## src/rtl/color_pkg.sv

```systemverilog
// Shared constants, state encoding and small helpers for the color sequencer game.
package color_pkg;

  localparam logic [3:0] COLOR_OFF     = 4'd0;
  localparam logic [3:0] COLOR_RED     = 4'd2;
  localparam logic [3:0] COLOR_CYAN    = 4'd3;
  localparam logic [3:0] COLOR_YELLOW  = 4'd4;
  localparam logic [3:0] COLOR_MAGENTA = 4'd5;

  // Right-shift Galois form of x^16 + x^14 + x^13 + x^11 + 1.
  localparam logic [15:0] LFSR_TAPS = 16'hB400;

  typedef enum logic [2:0] {
    IDLE,
    ADD,
    SHOW,
    GAP,
    INPUT,
    WIN,
    LOSE
  } state_e;

  function automatic logic [15:0] lfsr_step(input logic [15:0] cur);
    lfsr_step = {1'b0, cur[15:1]} ^ (cur[0] ? LFSR_TAPS : 16'h0000);
  endfunction

  // Only meaningful for a one-hot vector; callers check that first.
  function automatic logic [1:0] btn_code(input logic [3:0] p);
    case (p)
      4'b0010: btn_code = 2'd1;
      4'b0100: btn_code = 2'd2;
      4'b1000: btn_code = 2'd3;
      default: btn_code = 2'd0;
    endcase
  endfunction

  function automatic logic [3:0] code_color(input logic [1:0] code);
    code_color = COLOR_RED + {2'b00, code};
  endfunction

endpackage

```

## src/rtl/btn_sync_pulse.sv

```systemverilog
// Two-flop synchronizer followed by a registered rising-edge detector.
module btn_sync_pulse #(
  parameter int unsigned WIDTH = 1
) (
  input  logic             clk,
  input  logic             rst,
  input  logic [WIDTH-1:0] din,
  output logic [WIDTH-1:0] pulse
);

  logic [WIDTH-1:0] sync1_q, sync2_q, last_q, pulse_q;

  always_ff @(posedge clk or posedge rst) begin
    if (rst) begin
      sync1_q <= '0;
      sync2_q <= '0;
      last_q  <= '0;
      pulse_q <= '0;
    end else begin
      sync1_q <= din;
      sync2_q <= sync1_q;
      last_q  <= sync2_q;
      pulse_q <= sync2_q & ~last_q;
    end
  end

  assign pulse = pulse_q;

endmodule

```

## src/rtl/color_sequencer.sv

```systemverilog
// Memory game controller: grows a random color sequence, plays it back, and
// checks the player's button entries against it.
module color_sequencer
  import color_pkg::*;
#(
  parameter int unsigned MAX_LEN     = 16,
  parameter int unsigned SHOW_CYCLES = 25_000_000,
  parameter int unsigned GAP_CYCLES  = 5_000_000,
  parameter logic [15:0] LFSR_SEED   = 16'hACE1
) (
  input  logic       clk,
  input  logic       rst,
  input  logic       start,
  input  logic [3:0] btn,
  output logic [3:0] color,
  output logic [4:0] level,
  output logic       busy,
  output logic       win,
  output logic       lose
);

  localparam int unsigned IDX_W   = $clog2(MAX_LEN);
  // One spare bit so a full 32-entry game can still be compared against MAX_LEN.
  localparam int unsigned LVL_W   = 6;
  localparam int unsigned MAX_CYC = (SHOW_CYCLES > GAP_CYCLES) ? SHOW_CYCLES : GAP_CYCLES;
  localparam int unsigned TIMER_W = $clog2(MAX_CYC + 1);

  localparam logic [TIMER_W-1:0] SHOW_LOAD = TIMER_W'(SHOW_CYCLES - 1);
  localparam logic [TIMER_W-1:0] GAP_LOAD  = TIMER_W'(GAP_CYCLES - 1);
  localparam logic [LVL_W-1:0]   LVL_MAX   = LVL_W'(MAX_LEN);

  logic       start_pulse;
  logic [3:0] btn_pulse;

  btn_sync_pulse #(
    .WIDTH(1)
  ) u_start_sync (
    .clk  (clk),
    .rst  (rst),
    .din  (start),
    .pulse(start_pulse)
  );

  btn_sync_pulse #(
    .WIDTH(4)
  ) u_btn_sync (
    .clk  (clk),
    .rst  (rst),
    .din  (btn),
    .pulse(btn_pulse)
  );

  state_e             state_q, state_d;
  logic [15:0]        lfsr_q;
  logic [LVL_W-1:0]   lvl_q, lvl_d;
  logic [IDX_W-1:0]   idx_q, idx_d;
  logic [TIMER_W-1:0] timer_q, timer_d;
  logic [1:0]         seq_q [MAX_LEN];
  logic [1:0]         seq_d [MAX_LEN];
  logic [3:0]         color_q, color_d;
  logic               busy_q, busy_d;
  logic               win_q, win_d;
  logic               lose_q, lose_d;
  logic               last_elem;
  logic               btn_match;

  assign last_elem = (LVL_W'(idx_q) == lvl_q - LVL_W'(1));
  assign btn_match = $onehot(btn_pulse) && (btn_code(btn_pulse) == seq_q[idx_q]);

  always_comb begin
    state_d = state_q;
    lvl_d   = lvl_q;
    idx_d   = idx_q;
    timer_d = timer_q;
    seq_d   = seq_q;

    case (state_q)
      IDLE, WIN, LOSE: begin
        if (start_pulse) begin
          lvl_d   = '0;
          state_d = ADD;
        end
      end
      ADD: begin
        seq_d[lvl_q[IDX_W-1:0]] = lfsr_q[1:0];
        lvl_d   = lvl_q + LVL_W'(1);
        idx_d   = '0;
        timer_d = SHOW_LOAD;
        state_d = SHOW;
      end
      SHOW: begin
        if (timer_q == '0) begin
          timer_d = GAP_LOAD;
          state_d = GAP;
        end else begin
          timer_d = timer_q - TIMER_W'(1);
        end
      end
      GAP: begin
        if (timer_q != '0) begin
          timer_d = timer_q - TIMER_W'(1);
        end else if (last_elem) begin
          idx_d   = '0;
          state_d = INPUT;
        end else begin
          idx_d   = idx_q + IDX_W'(1);
          timer_d = SHOW_LOAD;
          state_d = SHOW;
        end
      end
      INPUT: begin
        if (btn_pulse != 4'b0000) begin
          if (!btn_match) begin
            state_d = LOSE;
          end else if (last_elem) begin
            state_d = (lvl_q == LVL_MAX) ? WIN : ADD;
          end else begin
            idx_d = idx_q + IDX_W'(1);
          end
        end
      end
      default: state_d = IDLE;
    endcase

    // Outputs are registered from the next state; seq_d makes a color just
    // appended in ADD visible on the same edge that enters SHOW.
    color_d = (state_d == SHOW) ? code_color(seq_d[idx_d]) : COLOR_OFF;
    busy_d  = (state_d == ADD) || (state_d == SHOW) || (state_d == GAP);
    win_d   = (state_d == WIN);
    lose_d  = (state_d == LOSE);
  end

  always_ff @(posedge clk or posedge rst) begin
    if (rst) begin
      state_q <= IDLE;
      lfsr_q  <= LFSR_SEED;
      lvl_q   <= '0;
      idx_q   <= '0;
      timer_q <= '0;
      color_q <= COLOR_OFF;
      busy_q  <= 1'b0;
      win_q   <= 1'b0;
      lose_q  <= 1'b0;
    end else begin
      state_q <= state_d;
      lfsr_q  <= lfsr_step(lfsr_q);
      lvl_q   <= lvl_d;
      idx_q   <= idx_d;
      timer_q <= timer_d;
      color_q <= color_d;
      busy_q  <= busy_d;
      win_q   <= win_d;
      lose_q  <= lose_d;
    end
  end

  // Sequence store is deliberately not reset; only entries below level are read.
  always_ff @(posedge clk) begin
    seq_q <= seq_d;
  end

  assign color = color_q;
  assign level = lvl_q[4:0];
  assign busy  = busy_q;
  assign win   = win_q;
  assign lose  = lose_q;

endmodule
```

## config.mk

```make
export PLATFORM = sky130hd
export DESIGN_NAME = color_sequencer
export DESIGN_NICKNAME = d
export VERILOG_FILES = /design/src/rtl/color_pkg.sv /design/src/rtl/btn_sync_pulse.sv /design/src/rtl/color_sequencer.sv
export SDC_FILE = /design/constraint.sdc
export NUM_CORES = 1
export LEC_CHECK = 0
export BUFFER_PORTS_ARGS = -buffer_cell sky130_fd_sc_hd__buf_2
export CORE_MARGIN = 4
export CORE_UTILIZATION = 40
export CTS_CLUSTER_DIAMETER = 60
export DETAILED_ROUTE_END_ITERATION = 7
export PLACE_DENSITY = 0.62
export SYNTH_ARGS = -nofsm -noshare
export SYNTH_HDL_FRONTEND = slang
export SYNTH_SLANG_ARGS = --single-unit
```

## constraint.sdc

```tcl
create_clock -name clk -period 12.15 [get_ports clk]
set_input_delay 1.215 -clock clk [delete_from_list [all_inputs] [get_ports clk]]
set_output_delay 1.215 -clock clk [all_outputs]
set_load 0.02 [all_outputs]
```

==> flow_summary_export.csv <==
group,metric,value,unit
synth,postSynthAreaPerCell,10.3,um2
timing,worst_pin_slew,1120,ps
global_route,grt_first_pass_wirelength,20300,um
synth,yosysTopAreaCell,"dfrtp_1",
power,ir_worst_vdd,0.0832,mV
synth,synth_nets,565,
setup_path,critPathRequiredTime,12410,ps
clock_network,clk_latency,360,ps
final_layout,syn_to_final_growth,8.30,%
min_path,hold_path_class,"flop to flop",
synth,synthTopCellsByArea,"dfrtp_1 (32%), dfxtp_1 (11%), mux2_2 (6.8%)",
placed_design,dpl.cell_count,712,
clock_network,numCtsBuffers,9,
placed_design,placed_area,5790,um2
routing,vias,3998,
floorplanning,initial_core_util,40.8,%
timing,fin_crit,4680,ps
power,p_leak,2.59,nW
setup_path,critPathCaptureType,"flop",
synth,synth_top_area_share,32.0,%
final_layout,drive_gt1_share,19.3,%
timing,slew_violations,0,
power,powerDensity,156,nW/um2
job,max_cap_viol_count,0,
timing,fmax,214,MHz
synth,synth_edf_count,0,
setup_path,worstPathArrival,4940,ps
routing,via_per_inst,5.49,
global_route,grt_pass1_vias,3993,
clock_network,post_cts_buffers,0,
clock_network,cts.sinks,112,
floorplanning,rows,43,
floorplanning,coreArea,13800,um2
clock_network,clock_path_buffers,2,
routing,wl_per_cell,16.3,um
synth,synthesis.area,5640,um2
clock_network,cts_resized,0,
synth,ys_ff_latch,112,
final_layout,final_nets,563,
placed_design,gp_congestion,0.873,
setup_path,crit_path_max_fanout,9,
timing,finalSetupViolations,0,
floorplanning,die_w,127,um
final_layout,fin_cells,728,
synth,ys_warn_count,0,
global_route,grtUsageTotal,15.5,%
final_layout,design_area,6100,um2
timing,period_share,38.5,%
placed_design,pre_cts_ws,7450,ps
synth,synthCells,545,
run_status,status,"completed",
timing,rsz0062_at_grt,"no",
synth,synth_flop_cell,"dfrtp_1",
clock_network,tritoncts,"built",
synth,seq_area_frac_synth,47.1,%
routing,drt-pass1-iter-count,5,
floorplanning,die_h,127,um
clock_network,ctsHoldBuffers,0,
routing,wl,11900,um
timing,setup_slack,7470,ps
routing,drtIter0Drc,236,
synth,synthDistinctLibCells,65,
synth,synthArstFlopShare,71.4,%
setup_path,cp-start-kind,"flop",
placed_design,port_buffers,17,
floorplanning,dieArea,16100,um2
timing,fin_setup_tns,0,ps
floorplanning,io_pins,19,
timing,fin_worst_skew,12.2,ps
clock_network,path_clk_slew,80,ps
routing,drcViolationCount,0,
timing,slew-limit-headroom,25.6,%
timing,hold_viol_final,0,
final_layout,num_antenna_cells,0,
clock_network,cts_max_level,3,
setup_path,worstSetupPathType,"flop to flop",
global_route,grt_max_degree,81,
placed_design,place_hpwl,8130,um
global_route,grt_antenna_before_repair,0,
global_route,grt-ovfl-total,0,
power,fin_total_pwr,0.953,mW
routing,antenna_left,0,
clock_network,ctsRootBufferMaster,"clkbuf_16",
## cells in the mapped netlist, types with 8 or more instances
| library cell | count |
|---|---|
| dfrtp_1 | 72 |
| nor2_1 | 50 |
| nand2_1 | 49 |
| mux2_2 | 34 |
| dfxtp_1 | 32 |
| a21oi_1 | 23 |
| o21ai_0 | 23 |
| mux2i_1 | 20 |
| clkbuf_1 | 19 |
| inv_1 | 19 |
| nand3_1 | 16 |
| nor2b_1 | 14 |
| nor3_1 | 13 |
| ha_1 | 12 |
| mux4_2 | 11 |
| nand2b_1 | 9 |
| xor2_1 | 9 |
| a31oi_1 | 8 |
| dfstp_2 | 8 |
## through the flow
| step | utilization (%) | hold slack, ps |
|---|---|---|
| 3_5_place_dp | 41.9 | 336 |
| 6_report | 44.1 | 351 |
| 3_3_place_gp | 41.9 | 335 |
| 5_1_grt | 44.1 | 365 |
| 4_1_cts | 44.1 | 353 |
| 2_1_floorplan | - | 331 |
## critical path, stage by stage (launching register included)
cell and delay, ps:
dfrtp_1 420, inv_1 80, fa_1 480, inv_1 40, ha_1 170, ha_1 280, or4b_2 700, nor3_1 170
and3_1 190, a211oi_2 50, and4bb_4 400, a21o_1 120, o211a_1 430, mux4_2 570, or2_2 320, and4b_1 170
## report_power, final
part           internal [mW]  total (mW)  switching (mW)
Combinational         0.0859       0.189           0.104
Clock                  0.157       0.304           0.147
Sequential             0.406       0.460          0.0531
## cell type report
| type | instances | area, um2 |
|---|---|---|
| fillers | 1259 | 7720 |
| multi-input cells | 382 | 2740 |
| flip-flops and latches | 112 | 2650 |
| clock buffers | 10 | 250 |
| well taps | 180 | 225 |
| repair buffers | 19 | 100 |
| inverters | 19 | 72.6 |
| clock inverters | 6 | 58.8 |
## sequential cells by signal, summed over array words and instances (netlist names)
signal,flops
seq_q,32
win,1
u_btn_sync.last_q,4
u_btn_sync.pulse,4
u_start_sync.sync1_q,1
busy,1
lfsr_q,16
state_q,3
idx_q,4
lose,1
lvl_q,6
u_btn_sync.sync2_q,4
timer_q,25
u_btn_sync.sync1_q,4
u_start_sync.last_q,1
u_start_sync.sync2_q,1
u_start_sync.pulse,1
color,3
## cells in the final DEF, fill, tap and decap left out, drive strengths merged, types with 16 or more instances in the layout
master | synthesis | layout
nand3 | 16 | 16
mux2i | 20 | 20
buf | 13 | 19
nor2 | 50 | 50
dfrtp | 72 | 72
o21ai | 23 | 23
mux2 | 34 | 34
a21oi | 23 | 23
dfxtp | 32 | 32
nand2 | 49 | 49
inv | 19 | 21
## worst paths after layout
| kind | cells past startpoint | from | endpoint | slack, ps |
|---|---|---|---|---|
| hold / removal | 0 | lfsr_q[9] | lfsr_q[8] | 350 |
| min in group asynchronous | 3 | rst | u_btn_sync.sync1_q[1] | 1150 |
| hold reg to reg | 0 | lfsr_q[9] | lfsr_q[8] | 350 |
| max in group asynchronous | 3 | rst | lvl_q[0] | 10310 |
| setup reg to reg | 15 | u_btn_sync.pulse[3] | color[2] | 7470 |
| setup / recovery | 15 | u_btn_sync.pulse[3] | color[2] | 7470 |
## kinds of logic after synthesis
| family | Yosys count | synth area share [%] |
|---|---|---|
| xor gates and xnor gates | 16 | 2.49 |
| buffers and inverters | 51 | 4.33 |
| AOI/OAI and AO/OA | 94 | 11.0 |
| adders and majority gates | 13 | 3.02 |
| muxes | 65 | 14.7 |
| other | 1 | 0.0665 |
| and+or+nand+nor | 193 | 17.3 |
| DFF | 112 | 47.1 |
## metal layers
layer  vias to the layer above  track usage, %  share of wire, %
met5                         -               0                 0
met4                         0            6.06               2.1
met3                        20            3.20               3.6
met2                        80            24.4                46
met1                      1973            21.0                48
li1                       1925               -                 -
(Power assumes the default switching activity.)
